### src/rtl/irs_block_readout_sequencer_pkg.sv
// Shared block-info entry layout, header constants and sequencer
// state codes; the event controller packs entries with the same offsets.
package irs_block_readout_sequencer_pkg;

  localparam int SCAL_NUM_L4 = 4;

  localparam int BI_BLOCK = 0;
  localparam int BI_NEW   = 9;
  localparam int BI_L4    = 10;
  localparam int BI_L4NEW = 16;
  localparam int BI_SEC   = 24;
  localparam int BI_CYC   = 40;

  localparam logic [15:0] EVT_HDR_ID = 16'hE7E7;

  localparam logic [2:0] S_IDLE      = 3'd0;
  localparam logic [2:0] S_LATCH     = 3'd1;
  localparam logic [2:0] S_EVHDR     = 3'd2;
  localparam logic [2:0] S_BLKHDR    = 3'd3;
  localparam logic [2:0] S_READ      = 3'd4;
  localparam logic [2:0] S_READ_WAIT = 3'd5;
  localparam logic [2:0] S_FREE      = 3'd6;

  typedef struct packed {
    logic [31:0] cycles;
    logic [15:0] second;
    logic [5:0]  l4_new;
    logic [5:0]  l4;
    logic        new_event;
    logic [8:0]  block;
  } bi_entry_t;

  // Trigger fields wider than n are forced to zero.
  function automatic bi_entry_t bi_decode(
    input logic [71:0] d,
    input int          n
  );
    bi_entry_t e;
    e = '0;
    e.block     = d[BI_BLOCK +: 9];
    e.new_event = d[BI_NEW];
    for (int i = 0; i < 6; i++) begin
      if (i < n) begin
        e.l4[i]     = d[BI_L4 + i];
        e.l4_new[i] = d[BI_L4NEW + i];
      end
    end
    e.second = d[BI_SEC +: 16];
    e.cycles = d[BI_CYC +: 32];
    return e;
  endfunction

endpackage

### src/rtl/irs_block_readout_sequencer_hdr_word_mux.sv
// Header word selection for the event and block headers, with
// back-pressure from the header FIFO full flag.
module irs_hdr_word_mux #(
  parameter logic [15:0] HDR_ID = 16'hE7E7
) (
  input  logic        clk,
  input  logic        rst_n,
  input  logic        evhdr,
  input  logic        blkhdr,
  input  logic        hdr_full,
  input  logic [15:0] event_num,
  input  logic [15:0] second,
  input  logic [31:0] cycles,
  input  logic [15:0] blk_word,
  output logic [15:0] hdr_dat,
  output logic        hdr_wr,
  output logic        ev_done,
  output logic        blk_done
);

  localparam logic [2:0] W_LAST = 3'd4;

  logic [2:0] idx_q;

  assign hdr_wr   = (evhdr | blkhdr) & ~hdr_full;
  assign ev_done  = evhdr & hdr_wr & (idx_q == W_LAST);
  assign blk_done = blkhdr & hdr_wr;

  always_comb begin
    hdr_dat = '0;
    if (evhdr) begin
      unique case (idx_q)
        3'd0:    hdr_dat = HDR_ID;
        3'd1:    hdr_dat = event_num;
        3'd2:    hdr_dat = second;
        3'd3:    hdr_dat = cycles[31:16];
        3'd4:    hdr_dat = cycles[15:0];
        default: hdr_dat = '0;
      endcase
    end else if (blkhdr) begin
      hdr_dat = blk_word;
    end
  end

  // A stalled word keeps its index so it is neither lost nor repeated.
  always_ff @(posedge clk or negedge rst_n) begin
    if (!rst_n) begin
      idx_q <= '0;
    end else if (evhdr && hdr_wr) begin
      idx_q <= (idx_q == W_LAST) ? 3'd0 : idx_q + 3'd1;
    end
  end

endmodule

### src/rtl/irs_block_readout_sequencer.sv
// Pops block-info entries, emits event/block headers, then drives
// the readout and free handshakes for one block at a time.
module irs_block_readout_sequencer #(
  parameter int NUM_L4 =
    irs_block_readout_sequencer_pkg::SCAL_NUM_L4,
  parameter int READ_TIMEOUT = 1023,
  parameter logic [15:0] EVT_HDR_ID =
    irs_block_readout_sequencer_pkg::EVT_HDR_ID
) (
  input  logic        clk_i,
  input  logic        rst_n_i,
  input  logic        enable_i,
  input  logic [71:0] irs_buff_dat_i,
  input  logic        irs_buff_empty_i,
  output logic        irs_buff_read_o,
  output logic        readout_req_o,
  output logic [8:0]  readout_block_o,
  input  logic        readout_ack_i,
  output logic        free_req_o,
  output logic [8:0]  free_block_o,
  input  logic        free_ack_i,
  output logic [15:0] hdr_dat_o,
  output logic        hdr_wr_o,
  input  logic        hdr_full_i,
  output logic [15:0] event_count_o,
  output logic        busy_o,
  output logic        err_orphan_o,
  output logic        err_timeout_o
);

  import irs_block_readout_sequencer_pkg::*;

  localparam logic [9:0] TMO_LAST = 10'(READ_TIMEOUT - 1);

  logic [2:0]  state_q;
  logic        run_q;
  logic        seen_q;
  bi_entry_t   ent_q;
  bi_entry_t   ent_d;
  logic [9:0]  tmo_q;
  logic [15:0] evt_cnt_q;
  logic        rd_req_q;
  logic        fr_req_q;
  logic        err_orph_q;
  logic        err_tmo_q;
  logic        pop;
  logic        ev_done;
  logic        blk_done;
  logic [15:0] blk_word;
  logic        unused_bits;

  assign ent_d = bi_decode(irs_buff_dat_i, NUM_L4);

  // run_q keeps the pop strobe low while reset is held.
  assign pop = run_q & (state_q == S_IDLE)
             & enable_i & ~irs_buff_empty_i;

  assign blk_word = {ent_q.l4_new, ent_q.new_event,
                     ent_q.block};

  assign irs_buff_read_o = pop;
  assign readout_req_o   = rd_req_q;
  assign readout_block_o = ent_q.block & {9{rd_req_q}};
  assign free_req_o      = fr_req_q;
  assign free_block_o    = ent_q.block & {9{fr_req_q}};
  assign event_count_o   = evt_cnt_q;
  assign busy_o          = (state_q != S_IDLE);
  assign err_orphan_o    = err_orph_q;
  assign err_timeout_o   = err_tmo_q;

  // l4 is carried for a future trigger-info word only.
  assign unused_bits = ^{irs_buff_dat_i, ent_q.l4};

  irs_hdr_word_mux #(
    .HDR_ID(EVT_HDR_ID)
  ) u_hdr (
    .clk      (clk_i),
    .rst_n    (rst_n_i),
    .evhdr    (state_q == S_EVHDR),
    .blkhdr   (state_q == S_BLKHDR),
    .hdr_full (hdr_full_i),
    .event_num(evt_cnt_q),
    .second   (ent_q.second),
    .cycles   (ent_q.cycles),
    .blk_word (blk_word),
    .hdr_dat  (hdr_dat_o),
    .hdr_wr   (hdr_wr_o),
    .ev_done  (ev_done),
    .blk_done (blk_done)
  );

  always_ff @(posedge clk_i or negedge rst_n_i) begin
    if (!rst_n_i) begin
      state_q    <= S_IDLE;
      run_q      <= 1'b0;
      seen_q     <= 1'b0;
      ent_q      <= '0;
      tmo_q      <= '0;
      evt_cnt_q  <= '0;
      rd_req_q   <= 1'b0;
      fr_req_q   <= 1'b0;
      err_orph_q <= 1'b0;
      err_tmo_q  <= 1'b0;
    end else begin
      run_q <= 1'b1;
      unique case (state_q)
        S_IDLE: begin
          if (pop) state_q <= S_LATCH;
        end
        S_LATCH: begin
          ent_q <= ent_d;
          if (ent_d.new_event) begin
            evt_cnt_q <= evt_cnt_q + 16'd1;
            seen_q    <= 1'b1;
            state_q   <= S_EVHDR;
          end else begin
            if (!seen_q) err_orph_q <= 1'b1;
            state_q <= S_BLKHDR;
          end
        end
        S_EVHDR: begin
          if (ev_done) state_q <= S_BLKHDR;
        end
        S_BLKHDR: begin
          if (blk_done) begin
            rd_req_q <= 1'b1;
            state_q  <= S_READ;
          end
        end
        S_READ: begin
          tmo_q <= '0;
          if (readout_ack_i) begin
            rd_req_q <= 1'b0;
            fr_req_q <= 1'b1;
            state_q  <= S_FREE;
          end else begin
            state_q <= S_READ_WAIT;
          end
        end
        S_READ_WAIT: begin
          if (readout_ack_i) begin
            rd_req_q <= 1'b0;
            fr_req_q <= 1'b1;
            state_q  <= S_FREE;
          end else if (tmo_q == TMO_LAST) begin
            err_tmo_q <= 1'b1;
            rd_req_q  <= 1'b0;
            fr_req_q  <= 1'b1;
            state_q   <= S_FREE;
          end else begin
            tmo_q <= tmo_q + 10'd1;
          end
        end
        S_FREE: begin
          if (free_ack_i) begin
            fr_req_q <= 1'b0;
            state_q  <= S_IDLE;
          end
        end
        default: state_q <= S_IDLE;
      endcase
    end
  end

endmodule

### config.mk
export PLATFORM = sky130hd
export DESIGN_NAME = irs_block_readout_sequencer
export DESIGN_NICKNAME = d
export VERILOG_FILES = /design/src/rtl/irs_block_readout_sequencer_pkg.sv /design/src/rtl/irs_block_readout_sequencer_hdr_word_mux.sv /design/src/rtl/irs_block_readout_sequencer.sv
export SDC_FILE = /design/constraint.sdc
export NUM_CORES = 1
export LEC_CHECK = 0
export BUFFER_PORTS_ARGS = -buffer_cell sky130_fd_sc_hd__buf_2
export CORE_ASPECT_RATIO = 1.4
export CORE_MARGIN = 2
export CORE_UTILIZATION = 52
export CTS_BUF_LIST = sky130_fd_sc_hd__clkbuf_4 sky130_fd_sc_hd__clkbuf_8
export DETAILED_ROUTE_END_ITERATION = 12
export PLACE_DENSITY = 0.81
export SKIP_LAST_GASP = 1
export SLEW_MARGIN = 10
export SYNTH_ARGS = -nofsm -noshare
export SYNTH_HDL_FRONTEND = slang
export SYNTH_SLANG_ARGS = --single-unit
### constraint.sdc
create_clock -name clk_i -period 2.5 [get_ports clk_i]
set_clock_uncertainty 0.05 [all_clocks]
set_input_delay 0.125 -clock clk_i [delete_from_list [all_inputs] [get_ports clk_i]]
set_output_delay 0.125 -clock clk_i [all_outputs]
set_load 0.02 [all_outputs]
# Word-level counts from Yosys, hierarchy flattened
# Index checks and enable logic that the tools add are counted.
op_classes:
  n_bitwise: 15
  n_eq_ne: 19
  mux: 26
  add_sub_neg: 3
  reduce_logical: 14
ops:
  columns: ["operator", "count"]
  rows:
  - ["case mux 16 bit (5 select lines)", 1]
  - ["2-to-1 mux 3 bit", 7]
  - ["case mux 3 bit (7 select lines)", 1]
  - ["2-to-1 mux 10 bit", 2]
  - ["case mux 10 bit (2 select lines)", 1]
  - ["AND 9 bit", 2]
  - ["adder 16 x 1 -> 16 bit, second input constant", 1]
  - ["2-to-1 mux 16 bit", 1]
  - ["2-to-1 mux 14 bit", 1]
  - ["inequality test 2 bit, second input constant", 7]
  - ["== test 3 x 2 -> 1 bit, second input constant", 4]
  - ["== test 3 bit, second input constant", 4]
  - ["adder 10 x 1 -> 10 bit, second input constant", 1]
  - ["== test 10 bit, second input constant", 1]
  - ["2-to-1 mux 1 bit", 9]
  - ["AND reduction 3 bit", 3]
  - ["nonzero test 3 bit", 3]
  - ["AND reduction 4 bit", 2]
  - ["AND 1 bit", 7]
  - ["== test 3 x 1 -> 1 bit, second input constant", 2]
  - ["logical NOT 3 bit", 2]
  - ["case mux 1 bit (3 select lines)", 2]
  - ["inverter 1 bit", 5]
  - ["AND reduction 5 bit", 1]
  - ["7 further kinds", 7]
word_totals:
  ff_bits: 100
  output_inout_bits: 57
  elab_cells: 92
  inputBits: 79

# Longest topological paths before layout
# Gate-level depths: netlist of the first run.
depth:
  word_depth: 7
  depth_mapped: 8
  depth_no_buf: 6

# By module
# From an unflattened synthesis of the first run, not the netlist that was laid out.
unflattened:
  hier_cells: 587
  hier_area_um2: 5078.6
by_module_without_submodules:
  columns: ["module", "cells_each", "area_per_inst_um2", "n_inst"]
  rows:
  - ["irs_block_readout_sequencer", 466, 4229.1, 1]
  - ["irs_hdr_word_mux", 121, 849.6, 1]

# Least setup slack after synthesis of the first run
# Ideal clock, no wire load.
synth_path:
  path_type: "flip-flop to output port"
  from: "register u_hdr.idx_q[2]"
  to: "output port hdr_dat_o[10]"
  required_time_ns: 2.325
  path_slack_ns: 0.147
  arrival_time_ns: 2.178
  path_stages_with_launch: 9
  path_buffers: 3
  cell_sequence: "dfrtp_1 -> inv_1 -> clkbuf_1 -> ha_1 -> clkbuf_1 -> clkbuf_1 -> a22oi_1 -> and3_1 -> o21ai_0"
synth_via:
  elab_chain_cells: 3
  elab_cells_between_ends: 7
  cone_classes: "eq/ne: 4; mux: 2; reduce/logical: 1"
synth_lines:
  columns: ["item", "line_no", "rtl"]
  rows:
  - ["start, declared", "irs_block_readout_sequencer_hdr_word_mux.sv:23", "logic [2:0] idx_q;"]
  - ["start signal, assigned", "irs_block_readout_sequencer_hdr_word_mux.sv:50", "idx_q <= (idx_q == W_LAST) ? 3'd0 : idx_q + 3'd1;"]
  - ["== test 3 bit, or another cell as far along", "irs_block_readout_sequencer_hdr_word_mux.sv:32", "unique case (idx_q)"]
  - ["case mux 16 bit (5 select lines) (*)", "irs_block_readout_sequencer_hdr_word_mux.sv:32", null]
  - ["2-to-1 mux 16 bit (*)", "irs_block_readout_sequencer_hdr_word_mux.sv:31", "if (evhdr) begin"]
  - ["end, declared", "irs_block_readout_sequencer.sv:22", "output logic [15:0] hdr_dat_o,"]
# Every way passes the cells marked *; elsewhere a longest branch is shown, timed or not.

# Worst setup path after layout of the first run
layout_path:
  from: "register u_hdr.idx_q[0]"
  to: "output port hdr_dat_o[7]"
# The elaborated chain is that of the path after synthesis.

==> results by group, run 1 <==
Status
  • Status: finished, final reports clean

GRT
  • Antenna violations before repair: 1
  • GRT Util Overall: between 20% and 30%
  • Total grt overflow: 0
  • Pin count of the biggest net entering global routing: between 60 and 70
  • First-pass GRT wire length: roughly 23000 µm
  • Number of global-route vias before repair: approximately 4500

STA
  • Final Cycle Share: a little over nine tenths
  • Max Transition Viols Final: 0
  • Fmax: 416 MHz
  • Rel. slew slack: around 60%
  • Worst-margin pin slew: 593 ps
  • Setup tns final: 0 ps
  • Final Hold Vio Count: 0
  • Hold_ws: around 51 ps
  • Final WS setup: around 95 ps
  • Final setup vio count: 0
  • RSZ-0062 raised after global routing: false
  • Fin crit period: 2410 ps

Yosys
  • Yosys top cell by area: dfrtp_1
  • Yosys warnings: 0
  • Cell with the most instances after synthesis: dfrtp_1
  • FFs w/ async S/R, synth: between 90% and 100%
  • Post-Syn Area: 4890 µm²
  • Synthesis-stage register bit count: 100
  • Sequential share of the synthesized area: 51.2%
  • Synth top cells by count: 100 x dfrtp_1, 62 x mux2_2, 48 x nand2_1
  • Synthesized area per cell: between 10 and 15 µm²
  • Synth top area share: between 50% and 60%
  • Unique cell type count in the Yosys netlist: 42
  • Top cells by area, synth: dfrtp_1 51%, mux2_2 14%, nand2_1 3.7%, o21ai_0 3.2%, and2_1 2.7%
  • Top_reg_cell synth: dfrtp_1
  • Synthesized Nets: approximately 530
  • EDFF count, synth: 0
  • Cell count after synthesis: ~450

CTS
  • Post-CTS setup buffer count: 0
  • Max Root-Sink Buffers: 2
  • Reg clk slew, reported paths: ~100 ps
  • TritonCTS Buffers: 9
  • Clock root buffer master: clkbuf_8
  • H-Tree Depth: 3
  • Clock Latency Late Sink: about 380 ps
  • CTS tree: built
  • Total clock sinks: 100

Place
  • Gpl congestion: around 0.89
  • I/O Buffers: 125
  • Placed Area: roughly 5600 µm²
  • Pre-CTS WS: ~440 ps
  • Placed Cells: ~670
  • DP HPWL: just under 9000 µm

Power and ir drop
  • Worst VDD drop: approximately 830 µV
  • Power per Cell Area: 1090 nW/µm²
  • Static leakage: 3.02 nW
  • Pwr Total: between 7 and 8 mW

Critical path
  • CP Launch Point: u_hdr.idx_q[0]
  • Startpoint class of the critical path: flip-flop
  • Critical Path AT: 2230 ps
  • Setup CP Type: reg2out
  • Worst r2r src: state_q[2]
  • Max FO, Critical Path: 16
  • CP Capture Type: output pin
  • CP required: around 2300 ps

Run
  • Max-cap violations: 0

Floorplan
  • Core ar.: 9080 µm²
  • Die X: approximately 86 µm
  • Die height: 119 µm
  • Starting Density: 53.8%
  • Top-Level Pins: between 100 and 150
  • Die ar.: ~10000 µm²
  • Rows: between 40 and 50

Final layout
  • Post-Layout Cell Count: 745
  • Core Util, Final: a little under three quarters
  • Fill cells: 628
  • Fin area: about 6500 µm²
  • Layout cells sized above 1: 35.2%
  • Area growth from synthesis to layout: 33.5%
  • Final nets: ~700

Detailed routing
  • Drt first pass iters: 4
  • Vias/cell: 5.81
  • Via count: about 4300
  • Wire length per cell: between 15 and 20 µm
  • Antenna-violating nets left: 0
  • First DRT Iteration DRCs: 284
  • Final wirelength: 14100 µm
  • DRC violations left: 0

Hold path
  • HP Class: in2reg
  • Worst Hold Launch: irs_buff_dat_i[9]
kinds of logic after synthesis:
group | after synthesis | synth area share [%]
xor+xnor | 15 | 2.69
compound gates | 76 | 9.88
buf+inv | 33 | 2.84
other cells | 1 | 0.0768
simple gates | 149 | 16.3
fa+ha+maj | 8 | 2.05
mux | 65 | 14.9
flops | 100 | 51.2
worst max-delay path, stage by stage (launching register included):
cell and delay (ps):
dfrtp_1 440, inv_1 110, ha_1 180, nor2b_1 180
buf_6 210, a22oi_1 110, and3_1 200, o21ai_0 210
buf_2 210
routing by layer:
layer	GRT usage (%)	vias to the layer above	wire, µm
li1	-	1966	-
met1	32.9	2099	5160
met2	48.2	198	7350
met3	5.66	66	762
met4	18.3	0	818
met5	0	-	0
state kept, by name, summed over array words and instances, names as in the netlist:
signal and flops:
ent_q 48, seen_q 1, err_timeout_o 1, free_req_o 1
readout_req_o 1, event_count_o 16, state_q 3, run_q 1
blk_word 14, tmo_q 10, u_hdr.idx_q 3, err_orphan_o 1
placed cells by master (no fill, tap or decap), types with 4 or more instances in the layout:
cell type      instances
ha_1                   7
or4_1                  4
nand3_1               12
nor2_1                13
clkbuf_8              10
nand4_1                6
a21o_1                 4
xnor2_1               14
o31ai_1                6
and2_1                21
buf_2                124
nand2_1               48
a22oi_1               12
mux2_2                62
inv_1                  9
dfrtp_1              100
nor3_1                 9
buf_4                 10
and3_1                14
a22o_1                 4
a21oi_1                9
o21ai_0               31
nand2b_1               4
dlygate4sd3_1         62
repair_timing:
item | CTS | global route
hold buffers | 62 | 0
resized for setup | 0 | 4
hold endpoints to repair | 106 | 0
endpoints found under the setup margin | 0 | 7
path summary, 6_finish.rpt:
kind / slack (ps) / cells after the start / to
max in group asynchronous: 1330 / 3 / ent_q[35]
min in group asynchronous: 230 / 2 / blk_word[7]
max: 90 / 8 / hdr_dat_o[7]
min: 50 / 3 / err_orphan_o
max reg2reg: 390 / 4 / event_count_o[14]
min reg2reg: 410 / 1 / err_timeout_o
report_power, final:
part	switching, mW	internal (mW)	leakage (nW)	total (mW)
logic	1.62	1.44	1.66	3.06
registers	0.581	2.26	1.24	2.84
clock network	0.599	0.600	0.113	1.20
total	2.80	4.30	3.02	7.10
final cells by class:
type	instances	area, µm²	area share (%)
flip-flops and latches	100	2500	38.4
multi-input cells	314	2270	34.8
repair buffers	198	1350	20.7
clock buffers	10	138	2.11
well taps	107	134	2.05
clock inverters	6	93.8	1.44
inverters	9	33.8	0.518
diodes	1	2.50	0.0384
(Power assumes the default switching activity.)
==> inputs of run 2 (changes only) <==
--- a/config.mk
+++ b/config.mk
@@ -12,6 +12,7 @@
 export CTS_BUF_LIST = sky130_fd_sc_hd__clkbuf_4 sky130_fd_sc_hd__clkbuf_8
 export DETAILED_ROUTE_END_ITERATION = 12
 export PLACE_DENSITY = 0.81
+export RECOVER_POWER = 50
 export SKIP_LAST_GASP = 1
 export SLEW_MARGIN = 10
 export SYNTH_ARGS = -nofsm -noshare
==> results by group, run 2 (synthesis results as in run 1) <==
Detailed routing
  • Wire length per cell: 18.9 µm (+0.11%)
  • Drt first pass iters: 4 (unchanged)
  • DRC violations left: 0 (unchanged)
  • First DRT Iteration DRCs: 256 (-9.9%)
  • Antenna-violating nets left: 0 (unchanged)
  • Via count: 4321 (-0.18%)
  • Final wirelength: 14100 µm (+0.11%)
  • Vias/cell: 5.80 (-0.18%)

Final layout
  • Layout cells sized above 1: 31.1% (-4.1 points)
  • Most common cell after layout, fill and taps aside: dfrtp_1
  • Area growth from synthesis to layout: 32.7%
  • Max FFs per register: 48 (unchanged)
  • Core Util, Final: 71.4% (-0.44 points)
  • Final nets: 719 (unchanged)
  • Biggest register: ent_q
  • Most frequent cells in the layout: 100 x dfrtp_1, 98 x buf_2, 62 x mux2_2, 62 x dlygate4sd3_1, 48 x nand2_1

Floorplan
  • Die height: 119 µm (unchanged)
  • Top-Level Pins: 136 (unchanged)
  • Die X: 85.9 µm (unchanged)
  • Starting Density: 53.8% (unchanged)
  • Core ar.: 9080 µm² (unchanged)
  • Die ar.: 10200 µm² (unchanged)
  • Rows: 41 (unchanged)

STA
  • Final setup vio count: 0 (unchanged)
  • Final Cycle Share: 96.4% (+0.17 points)
  • Hold_ws: 54.0 ps (+3.28 ps)
  • Fmax: 415 MHz (-0.17%)
  • Fin crit period: 2410 ps (+4.18 ps)
  • Setup tns final: 0 ps (unchanged)
  • Final Hold Vio Count: 0 (unchanged)
  • Worst-margin pin slew: 1170 ps (+574 ps)
  • RSZ-0062 raised after global routing: false
  • Rel. slew slack: 22.2% (-38 points)
  • Max Transition Viols Final: 0 (unchanged)

Power and ir drop
  • Worst VDD drop: 828 µV (-0.31%)
  • Static leakage: 2.91 nW (-3.5%)
  • Clock power frac: 16.9% (about the same)
  • Switching Share: 39.6% (+0.16 points)
  • Int Pwr: 4.27 mW (-0.62%)
  • Power per Cell Area: 1090 nW/µm² (+0.26%)
  • Sequential share of power: 40.2% (+0.2 points)
  • Pwr Total: 7.07 mW (-0.36%)
  • Psw: 2.80 mW (about the same)
  • Combinational cell fraction of total power: 42.8% (-0.3 points)

CTS
  • Max Root-Sink Buffers: 2 (unchanged)
  • Reg clk slew, reported paths: 100 ps (about the same)
  • Clock root buffer master: clkbuf_8
  • TritonCTS Buffers: 9 (unchanged)
  • Clock Latency Late Sink: 380 ps (about the same)
  • CTS tree: built
  • Post-CTS setup buffer count: 0 (unchanged)
  • Total clock sinks: 100 (unchanged)
  • H-Tree Depth: 3 (unchanged)

Place
  • DP HPWL: 8680 µm (unchanged)
  • I/O Buffers: 125 (unchanged)
  • Gpl congestion: 0.886 (unchanged)

Hold path
  • HP Class: in2reg

Critical path
  • Critical Path AT: 2230 ps (about the same)
  • Startpoint class of the critical path: flip-flop
  • Max FO, Critical Path: 16 (unchanged)
  • CP required: 2330 ps (about the same)
  • Setup CP Type: reg2out
  • CP Capture Type: output pin

GRT
  • First-pass GRT wire length: 22600 µm (unchanged)
  • GRT Util Overall: 28.8% (unchanged)
  • Total grt overflow: 0 (unchanged)
  • Pin count of the biggest net entering global routing: 65 (unchanged)
  • Number of global-route vias before repair: 4548 (unchanged)
  • Antenna violations before repair: 1 (unchanged)

Run
  • Max-cap violations: 0 (unchanged)

Status
  • Status: finished, final reports clean
[run 2: power groups by stage]
stage	Combinational (mW)	Sequential (mW)	Clock [mW]
floorplan	2.04	2.68	0
global placement	2.78	2.77	0
detailed placement	2.87	2.83	0
CTS	2.96	2.80	1.20
global route	3.26	2.94	1.29
finish	3.03	2.85	1.20
[run 2: path summary, 6_finish.rpt]
kind                                      from           endpoint  slack (ps)  depth (start not counted)
worst max-delay path            u_hdr.idx_q[0]       hdr_dat_o[5]          90                          8
worst min-delay path                free_ack_i         state_q[1]          50                          4
worst max register to register      state_q[2]  event_count_o[14]         400                          4
worst min register to register   err_timeout_o      err_timeout_o         420                          1
max in group asynchronous              rst_n_i          ent_q[62]         570                          3
min in group asynchronous              rst_n_i        blk_word[7]         450                          2
[run 2: stage by stage]
stage / cell area [µm²] / setup WS (ps) / instances
final: 6480 / 90.8 / 745
after floorplan: 4890 / 147 / 447
after CTS: 6500 / 15.4 / 744
after global placement: 5650 / 483 / 666
after detailed placement: 5650 / 437 / 666
after global routing: 6480 / 14.5 / 745
[run 2: layout make-up]
type                       instances  area, µm²
fill                             645       2590
sequential                       100       2500
multi-input combinational        314       2270
timing repair buffer             198       1310
clock buffer                      10        138
tap                              107        134
clock inverter                     6       93.8
inverter                           9       33.8
antenna                            1       2.50
[run 2: timing repair]
action                                  4_1_cts  5_1_grt
resized for setup                             0        4
hold buffers                                 62        0
endpoints found under the setup margin        0        7
endpoints found under the hold margin       106        0
[run 2: worst max-delay path, cell delays in order, from the launching register on]
cell and delay (ps):
dfrtp_1 440, inv_1 110, ha_1 180, nor2b_1 180
buf_6 210, a22oi_1 90, and3_1 180, o21ai_0 240
buf_2 220
[run 2: per-layer routing]
metal  part of all wire (%)  global-route usage, %  vias to the layer above  routed length [µm]
met3                    5.0                   5.66                       62                 709
met5                      0                      0                        -                   0
met4                    5.7                   18.3                        0                 801
met1                     37                   32.9                     2117                5280
li1                       -                      -                     1961                   -
met2                     52                   48.2                      181                7320
